**config.mk**
```make
export PLATFORM = sky130hd
export DESIGN_NAME = dm_axi_master
export DESIGN_NICKNAME = d
export VERILOG_FILES = /design/src/rtl/axi_pkg.sv /design/src/rtl/axi_wr_pair_tracker.sv /design/src/rtl/dm_axi_master.sv
export SDC_FILE = /design/constraint.sdc
export NUM_CORES = 1
export LEC_CHECK = 0
export BUFFER_PORTS_ARGS = -buffer_cell sky130_fd_sc_hd__buf_2
export CORE_ASPECT_RATIO = 0.75
export CORE_MARGIN = 5
export CORE_UTILIZATION = 30
export DETAILED_ROUTE_END_ITERATION = 10
export PLACE_DENSITY = 0.66
export SLEW_MARGIN = 15
export SYNTH_ARGS = -nofsm -noshare
export SYNTH_HDL_FRONTEND = slang
export SYNTH_SLANG_ARGS = --single-unit
```
**constraint.sdc**
```tcl
create_clock -name clk -period 3.7 [get_ports clk]
set_input_delay 0.555 -clock clk [delete_from_list [all_inputs] [get_ports clk]]
set_output_delay 0.555 -clock clk [all_outputs]
set_load 0.01 [all_outputs]
```
**src/rtl/axi_pkg.sv**
```systemverilog
// Shared AXI constants and the data-memory bridge FSM encoding.
package axi_pkg;

    localparam logic [1:0] AXI_BURST_INCR = 2'b01;
    localparam logic [2:0] AXI_SIZE_4B    = 3'b010;
    localparam logic [1:0] AXI_RESP_OKAY  = 2'b00;

    typedef enum logic [2:0] {
        ST_IDLE,
        ST_RD_ADDR,
        ST_RD_DATA,
        ST_WR_REQ,
        ST_WR_RESP,
        ST_DONE
    } dm_state_t;

endpackage

```
**src/rtl/axi_wr_pair_tracker.sv**
```systemverilog
// Tracks the independent AW and W handshakes of one single-beat write and
// reports when both have completed (same-cycle completion included).
module axi_wr_pair_tracker (
    input  logic clk,
    input  logic rst,
    input  logic active,
    input  logic aw_hs,
    input  logic w_hs,
    output logic aw_done,
    output logic w_done,
    output logic both_done
);

    assign both_done = active && (aw_done || aw_hs) && (w_done || w_hs);

    // Flags clear whenever the write is not in its request phase, so every
    // entry into the request phase starts with both channels outstanding.
    always_ff @(posedge clk or posedge rst) begin
        if (rst) begin
            aw_done <= 1'b0;
            w_done  <= 1'b0;
        end else if (!active || both_done) begin
            aw_done <= 1'b0;
            w_done  <= 1'b0;
        end else begin
            if (aw_hs) aw_done <= 1'b1;
            if (w_hs)  w_done  <= 1'b1;
        end
    end

endmodule

```
**src/rtl/dm_axi_master.sv**
```systemverilog
// CPU data-memory port to single-beat AXI4 master bridge; drives CPU_stall.
// Define DM_AXI_ERR_EN to enable the sticky bus_err / err_addr capture.
module dm_axi_master
    import axi_pkg::*;
#(
    parameter int              ID_W      = 4,
    parameter logic [ID_W-1:0] MASTER_ID = ID_W'(1),
    parameter int              ADDR_W    = 32,
    parameter int              DATA_W    = 32
) (
    input  logic              clk,
    input  logic              rst,
    input  logic              mem_read,
    input  logic              mem_write,
    input  logic [ADDR_W-1:0] mem_addr,
    input  logic [DATA_W-1:0] mem_wdata,
    input  logic [3:0]        mem_wstrb,
    output logic [DATA_W-1:0] mem_rdata,
    output logic              CPU_stall,
    output logic [ID_W-1:0]   ARID,
    output logic [ADDR_W-1:0] ARADDR,
    output logic [3:0]        ARLEN,
    output logic [2:0]        ARSIZE,
    output logic [1:0]        ARBURST,
    output logic              ARVALID,
    input  logic              ARREADY,
    input  logic [ID_W-1:0]   RID,
    input  logic [DATA_W-1:0] RDATA,
    input  logic [1:0]        RRESP,
    input  logic              RLAST,
    input  logic              RVALID,
    output logic              RREADY,
    output logic [ID_W-1:0]   AWID,
    output logic [ADDR_W-1:0] AWADDR,
    output logic [3:0]        AWLEN,
    output logic [2:0]        AWSIZE,
    output logic [1:0]        AWBURST,
    output logic              AWVALID,
    input  logic              AWREADY,
    output logic [DATA_W-1:0] WDATA,
    output logic [3:0]        WSTRB,
    output logic              WLAST,
    output logic              WVALID,
    input  logic              WREADY,
    input  logic [ID_W-1:0]   BID,
    input  logic [1:0]        BRESP,
    input  logic              BVALID,
    output logic              BREADY,
    output logic              bus_err,
    output logic [ADDR_W-1:0] err_addr
);

    dm_state_t         state, state_nxt;
    logic [ADDR_W-1:0] addr_q;
    logic [DATA_W-1:0] wdata_q;
    logic [3:0]        wstrb_q;
    logic              aw_done, w_done, both_done;

    always_ff @(posedge clk or posedge rst) begin
        if (rst) state <= ST_IDLE;
        else     state <= state_nxt;
    end

    always_comb begin
        state_nxt = state;
        case (state)
            ST_IDLE: begin
                if (mem_read)       state_nxt = ST_RD_ADDR;
                else if (mem_write) state_nxt = ST_WR_REQ;
            end
            ST_RD_ADDR: if (ARREADY)   state_nxt = ST_RD_DATA;
            ST_RD_DATA: if (RVALID)    state_nxt = ST_DONE;
            ST_WR_REQ:  if (both_done) state_nxt = ST_WR_RESP;
            ST_WR_RESP: if (BVALID)    state_nxt = ST_DONE;
            // DONE never re-issues: the pipeline advances on this edge.
            ST_DONE:                   state_nxt = ST_IDLE;
            default:                   state_nxt = ST_IDLE;
        endcase
    end

    always_comb begin
        ARVALID   = 1'b0;
        RREADY    = 1'b0;
        AWVALID   = 1'b0;
        WVALID    = 1'b0;
        BREADY    = 1'b0;
        CPU_stall = 1'b0;
        case (state)
            ST_IDLE:    CPU_stall = mem_read || mem_write;
            ST_RD_ADDR: begin ARVALID = 1'b1; CPU_stall = 1'b1; end
            ST_RD_DATA: begin RREADY  = 1'b1; CPU_stall = 1'b1; end
            ST_WR_REQ: begin
                AWVALID   = !aw_done;
                WVALID    = !w_done;
                CPU_stall = 1'b1;
            end
            ST_WR_RESP: begin BREADY = 1'b1; CPU_stall = 1'b1; end
            default: ;
        endcase
    end

    axi_wr_pair_tracker u_wr_trk (
        .clk       (clk),
        .rst       (rst),
        .active    (state == ST_WR_REQ),
        .aw_hs     (AWVALID && AWREADY),
        .w_hs      (WVALID && WREADY),
        .aw_done   (aw_done),
        .w_done    (w_done),
        .both_done (both_done)
    );

    // Request fields are captured once in IDLE so the AXI payload stays
    // stable no matter what the MEM stage does while stalled.
    always_ff @(posedge clk or posedge rst) begin
        if (rst) begin
            addr_q    <= '0;
            wdata_q   <= '0;
            wstrb_q   <= '0;
            mem_rdata <= '0;
        end else begin
            if (state == ST_IDLE) begin
                if (mem_read) begin
                    addr_q <= mem_addr;
                end else if (mem_write) begin
                    addr_q  <= mem_addr;
                    wdata_q <= mem_wdata;
                    wstrb_q <= mem_wstrb;
                end
            end
            if (state == ST_RD_DATA && RVALID) mem_rdata <= RDATA;
        end
    end

    assign ARID    = MASTER_ID;
    assign ARADDR  = addr_q;
    assign ARLEN   = 4'd0;
    assign ARSIZE  = AXI_SIZE_4B;
    assign ARBURST = AXI_BURST_INCR;
    assign AWID    = MASTER_ID;
    assign AWADDR  = addr_q;
    assign AWLEN   = 4'd0;
    assign AWSIZE  = AXI_SIZE_4B;
    assign AWBURST = AXI_BURST_INCR;
    assign WDATA   = wdata_q;
    assign WSTRB   = wstrb_q;
    assign WLAST   = WVALID;

`ifdef DM_AXI_ERR_EN
    logic rsp_err;
    logic unused_inputs;

    assign rsp_err = (state == ST_RD_DATA && RVALID && RRESP != AXI_RESP_OKAY) ||
                     (state == ST_WR_RESP && BVALID && BRESP != AXI_RESP_OKAY);
    assign unused_inputs = ^{RID, BID, RLAST};

    // Only the first failing access is recorded; the flag is sticky.
    always_ff @(posedge clk or posedge rst) begin
        if (rst) begin
            bus_err  <= 1'b0;
            err_addr <= '0;
        end else if (rsp_err && !bus_err) begin
            bus_err  <= 1'b1;
            err_addr <= addr_q;
        end
    end
`else
    logic unused_inputs;

    assign unused_inputs = ^{RID, BID, RLAST, RRESP, BRESP};
    assign bus_err       = 1'b0;
    assign err_addr      = '0;
`endif

endmodule

```
==> results.py, run 1 <==
metrics = {
    "logic_synthesis": {
        "syn_inst": 348,
        "syn_avg_cell_area_um2": 14.2,
        "synth.most_common_cell": "dfrtp_1",
        "yosysWarnings": 0,
        "synthDistinctLibCells": 27,
        "synth_edf_count": 0,
        "syn_area_mm2": 0.00493,
        "yosys-top-cells-area": "dfrtp_1, buf_4, mux2_2",
        "ys_seq_area_share_pct": 53.3,
        "async_reset_ff_share_pct": 100,
        "yosys.area.top_type_share_pct": 53.3,
        "synth_common_cells": "dfrtp_1, buf_4, mux2_2",
        "yosysTopAreaCell": "dfrtp_1",
        "ys.flop_type": "dfrtp_1",
        "synth_seq_cells": 105,
    },
    "hold_path": {
        "hp-class": "input pin to asynchronous set/reset pin",
    },
    "route": {
        "routedWlPerCell_um": 14.2,
        "drt_iter0_markers": 54,
        "viasPerCell": 3.93,
        "num_vias": 3045,
        "firstDrtPassIters": 3,
        "drtAntennaViolNets": 0,
        "drt-total-wl_um": 11000,
        "drc": 0,
    },
    "cts": {
        "numCtsBuffers": 9,
        "clock_path_buffers": 2,
        "cts_root_buf": "clkbuf_16",
        "post_cts.repair.setup_buffers": 0,
        "cts_sinks": 105,
        "cts_tree": "built",
        "clkTransAtPathRegs_ps": 70,
        "post_cts_resized": 0,
        "htreeDepth": 3,
        "clk_latency_ps": 340,
        "holdBufCountCts": 0,
    },
    "global_routing": {
        "grtUsageMet3_pct": 4.63,
        "grt_most_used_layer": "met2",
        "grt.total_usage_pct": 10.7,
        "grt_first_pass_wirelength_um": 15900,
        "met1_usage_pct": 12.5,
        "met2_usage_pct": 17.7,
        "antenna_found_initial": 0,
        "grt_max_degree": 57,
        "grt_overflow_total": 0,
        "grt_pass1_vias": 3046,
    },
    "sta": {
        "tightest_slew_ps": 1010,
        "fin_ws_ps": 1470,
        "drv_slew": 0,
        "hold_violations": 0,
        "period_needed_ps": 2230,
        "fin_setup_tns_ps": 0,
        "max_freq_mhz": 448,
        "finalCritPeriodShare_pct": 60.3,
        "setup_viol": 0,
        "rsz0062_at_grt": "no",
        "final.setup_skew_ps": 4.53,
        "relSlewSlack_pct": 32.3,
    },
    "worst_setup_path": {
        "crit_chain": "inv_1 -> or2_2 -> nor2_1 -> buf_2",
        "max_stage_delay_ps": 530,
        "end_kind": "output port",
        "critPathKind": "flop to output port",
        "cp.arrival_ps": 1680,
        "crit_slowest_cell": "dfrtp_1",
        "path_max_fanout": 8,
        "cp-start-kind": "flop",
        "cp_data_required_time_ps": 3140,
    },
    "run_status": {
        "status": "complete, no violations",
    },
    "placed_design": {
        "dp_slack_ps": 1530,
        "gp_congestion": 0.713,
        "numPortBuffers": 247,
        "dp_hpwl_um": 8630,
    },
    "finish": {
        "area_delta_synth_final_pct": 24.8,
        "antenna_cells": 0,
        "fin_util_pct": 38.3,
        "drive_gt1_share_pct": 63.3,
        "nets": 681,
    },
    "power_and_ir_drop": {
        "power_frac_comb_pct": 43.3,
        "p_clk_share_pct": 18.2,
        "leakage_nw": 3.21,
        "p_seq_share_pct": 38.5,
        "powerDensity_mw_per_mm2": 880,
        "p_sw_w": 0.00190,
        "switching_share_pct": 35.2,
        "vdd_drop_max_uv": 423,
        "internal-power_w": 0.00350,
    },
    "floorplanning": {
        "die_h_um": 121,
        "die-area_mm2": 0.0191,
        "start_util_pct": 30.7,
        "core_mm2": 0.0161,
        "fp.dieW_um": 158,
        "rows": 40,
        "pin_count": 320,
    },
    "flow_run": {
        "maxCapViolCount": 0,
    },
}
[state kept, by name (all words and copies together) (netlist names)]
register,count
ARADDR,32
WDATA,32
mem_rdata,32
WSTRB,4
state,3
u_wr_trk.aw_done,1
u_wr_trk.w_done,1
[cells in the final DEF (no fill, tap or decap)]
cell type,synthesis,layout
a21oi_1,3,3
a221o_1,1,1
and2_4,1,1
buf_12,3,1
buf_2,3,247
bufinv_16,0,1
clkbuf_16,0,9
clkinv_2,0,1
clkinv_4,0,2
conb_1,2,59
dfrtp_1,105,105
inv_1,4,3
inv_4,0,1
inv_8,0,3
mux2_1,15,15
mux2_2,55,55
mux2_4,30,30
mux2i_1,3,3
nand2_1,2,2
nand2_2,1,1
nand2b_4,1,1
nor2_1,9,9
nor2_2,1,1
nor2b_1,1,1
nor3_1,2,2
nor3_4,1,1
nor4_1,2,2
o21ai_0,1,1
o21ai_4,0,1
o32ai_1,1,1
or2_2,1,1
[worst max-delay path, delay by kind of cell (launching register included)]
family | cells | cell delay (ps)
and+or+nand+nor | 2 | 490
buffers and inverters | 2 | 300
DFF | 1 | 530
[power by group through the flow]
| stage | sequential (W) | combinational (W) | clock [W] |
|---|---|---|---|
| after floorplan | 0.00232 | 0.00149 | 0 |
| after global placement | 0.00208 | 0.00238 | 0 |
| after detailed placement | 0.00210 | 0.00240 | 0 |
| after CTS | 0.00209 | 0.00240 | 0.00103 |
| after global routing | 0.00216 | 0.00255 | 0.00107 |
| final | 0.00208 | 0.00234 | 0.000983 |
[routing by layer]
| metal | wire, um | share of wire [%] | up-vias |
|---|---|---|---|
| li1 | - | - | 1434 |
| met4 | 135 | 1.2 | 0 |
| met1 | 4120 | 37 | 1451 |
| met5 | 0 | 0 | - |
| met3 | 1320 | 12 | 10 |
| met2 | 5420 | 49 | 150 |
[path summary, 6_finish.rpt]
| check | from | depth (start not counted) | slack (ps) | to |
|---|---|---|---|---|
| hold reg to reg | u_wr_trk.aw_done$_DFFE_PP0P_ | 1 | 470 | u_wr_trk.w_done$_DFFE_PP0P_ |
| max in group asynchronous | rst | 3 | 2660 | WDATA[1]$_DFFE_PP0P_ |
| min in group clk | AWREADY | 2 | 370 | u_wr_trk.w_done$_DFFE_PP0P_ |
| setup / recovery | state[0]$_DFFE_PP0P_ | 4 | 1470 | WLAST |
| hold / removal | rst | 2 | 280 | ARADDR[5]$_DFFE_PP0P_ |
| setup reg to reg | state[1]$_DFFE_PP0P_ | 3 | 1680 | WDATA[19]$_DFFE_PP0P_ |
[area by class of cell]
class                   count  area [um2]
flip-flops and latches    105        2630
repair buffers            248        1260
inverters                   4        17.5
well taps                 210         263
clock buffers               9         225
fillers                  1555        9920
clock inverters             7        86.3
multi-input cells         191        1670
[cell families after synthesis]
logic type | Yosys count | share of synthesized area [%]
AND/OR/NAND/NOR | 22 | 2.59
buffers and inverters | 109 | 17.2
AO/OA/AOI/OAI | 7 | 0.965
other | 2 | 0.152
flip-flops | 105 | 53.3
multiplexers | 103 | 25.7
[through the flow]
stage,std cells,hold slack [ps],power (W),instance area (um2)
after floorplan,405,433,0.00381,5140
after global placement,758,449,0.00445,5840
after global routing,774,338,0.00579,6150
after CTS,774,297,0.00552,6150
final,774,282,0.00541,6150
after detailed placement,758,469,0.00450,5840
Power figures use the tool's default switching activity.
==> inputs of run 2 (changes only) <==
==> constraint.sdc (replaced) <==
create_clock -name clk -period 2.25 [get_ports clk]
set_input_delay 0.3375 -clock clk [delete_from_list [all_inputs] [get_ports clk]]
set_output_delay 0.3375 -clock clk [all_outputs]
set_load 0.01 [all_outputs]
==> results.py, run 2 (synthesis gave the netlist of run 1 again) <==
metrics = {
    "run_status": {
        "status": "complete, no violations",
    },
    "sta": {
        "hold_violations": 0,
        "final.setup_skew_ps": 8.46,
        "rsz0062_at_grt": "no",
        "max_freq_mhz": 503,
        "setup_viol": 0,
        "fin_hold_ws_ps": 99.6,
        "tightest_slew_ps": 615,
        "relSlewSlack_pct": 59.0,
        "period_needed_ps": 1990,
        "drv_slew": 0,
        "fin_ws_ps": 261,
        "finalCritPeriodShare_pct": 88.4,
        "fin_setup_tns_ps": 0,
    },
    "worst_setup_path": {
        "r2r_end": "WDATA[12]$_DFFE_PP0P_",
        "cp-start-kind": "flop",
        "path_max_fanout": 9,
        "reg2reg_depth": 4,
        "reg2reg_slack_ps": 440,
        "critPathKind": "flop to output port",
        "cp_data_required_time_ps": 1910,
        "end_kind": "output port",
        "timing.rr.start": "state[1]$_DFFE_PP0P_",
        "cp.arrival_ps": 1650,
    },
    "cts": {
        "post_cts_resized": 0,
        "cts_tree": "built",
        "post_cts.repair.setup_buffers": 0,
        "cts_sinks": 105,
        "clk_latency_ps": 340,
        "clkTransAtPathRegs_ps": 80,
        "numCtsBuffers": 9,
        "htreeDepth": 3,
        "clock_path_buffers": 2,
        "holdBufCountCts": 0,
        "cts_root_buf": "clkbuf_16",
    },
    "global_routing": {
        "antenna_found_initial": 0,
        "grt.total_usage_pct": 10.6,
        "grt_first_pass_wirelength_um": 16000,
        "grt_overflow_total": 0,
        "grt_pass1_vias": 3020,
        "grt_max_degree": 106,
    },
    "placed_design": {
        "placedInstanceArea_mm2": 0.00587,
        "gp_congestion": 0.715,
        "dp_hpwl_um": 8560,
        "numPortBuffers": 247,
        "dp_slack_ps": 403,
    },
    "route": {
        "wl_met2_um": 5590,
        "drc": 0,
        "drt-met1-wl_um": 4170,
        "routedWlPerCell_um": 14.3,
        "drtAntennaViolNets": 0,
        "num_vias": 3065,
        "drt_iter0_markers": 64,
        "drt-total-wl_um": 11100,
        "firstDrtPassIters": 3,
        "viasPerCell": 3.94,
        "wl_met3_um": 1190,
        "top_layer_used": "met4",
    },
    "finish": {
        "antenna_cells": 0,
        "nFillCells": 1578,
        "multi_input_area_mm2": 0.00167,
        "final_cell_mix": "buf_2, dfrtp_1, conb_1",
        "seq_area_mm2": 0.00263,
        "drive_gt1_share_pct": 63.5,
        "fin_area_mm2": 0.00617,
        "final_common_cell": "buf_2",
        "nets": 684,
        "area_delta_synth_final_pct": 25.2,
    },
    "flow_run": {
        "maxCapViolCount": 0,
    },
    "floorplanning": {
        "fp.dieW_um": 158,
        "die-area_mm2": 0.0191,
        "start_util_pct": 30.7,
        "pin_count": 320,
        "core_mm2": 0.0161,
        "die_h_um": 121,
        "rows": 40,
    },
    "hold_path": {
        "hp-class": "input pin to asynchronous set/reset pin",
    },
    "power_and_ir_drop": {
        "powerDensity_mw_per_mm2": 1430,
        "vdd_drop_max_uv": 607,
        "leakage_nw": 3.21,
    },
}
run 2: layer usage:
layer / vias to the layer above / GRT usage, %
met4: 0 / 2.88
met5: - / 0
li1: 1446 / -
met3: 8 / 3.78
met2: 149 / 18.2
met1: 1462 / 12.6
run 2: power by group:
part | leakage [nW] | total (W) | internal, W | switching (W)
combinational | 1.81 | 0.00387 | 0.00205 | 0.00182
clock | 0.145 | 0.00155 | 0.000809 | 0.000742
sequential | 1.25 | 0.00342 | 0.00284 | 0.000581
total | 3.21 | 0.00884 | 0.00570 | 0.00314
run 2: worst max path at each step:
| stage | slack [ps] | from | depth (start not counted) | endpoint |
|---|---|---|---|---|
| after floorplan | 620 | state[2]$_DFFE_PP0P_ | 5 | WVALID |
| after global placement | 430 | state[1]$_DFFE_PP0P_ | 4 | WDATA[10]$_DFFE_PP0P_ |
| after detailed placement | 400 | state[1]$_DFFE_PP0P_ | 4 | WDATA[6]$_DFFE_PP0P_ |
| after CTS | 230 | state[2]$_DFFE_PP0P_ | 4 | WLAST |
| after global routing | 150 | state[2]$_DFFE_PP0P_ | 4 | WLAST |
| final | 260 | state[2]$_DFFE_PP0P_ | 4 | WLAST |
run 2: critical path: stages, from the launching register on:
cell	delay, ps
dfrtp_1	490
nand2b_4	200
or2_2	320
nor2_1	140
buf_2	150
run 2: per-stage QoR:
stage	utilization (%)	total power, W	std cells
5_1_grt	38.4	0.00947	777
6_report	38.4	0.00884	777
2_1_floorplan	-	0.00626	405
3_5_place_dp	36.6	0.00742	761
4_1_cts	38.4	0.00904	777
3_3_place_gp	36.6	0.00735	761
run 2: layout make-up:
class / count / area share, %
timing repair buffer: 251 / 20.9
tap: 210 / 4.26
clock inverter: 6 / 0.953
clock buffer: 10 / 3.87
inverter: 4 / 0.304
multi-input combinational: 191 / 27.1
sequential: 105 / 42.6
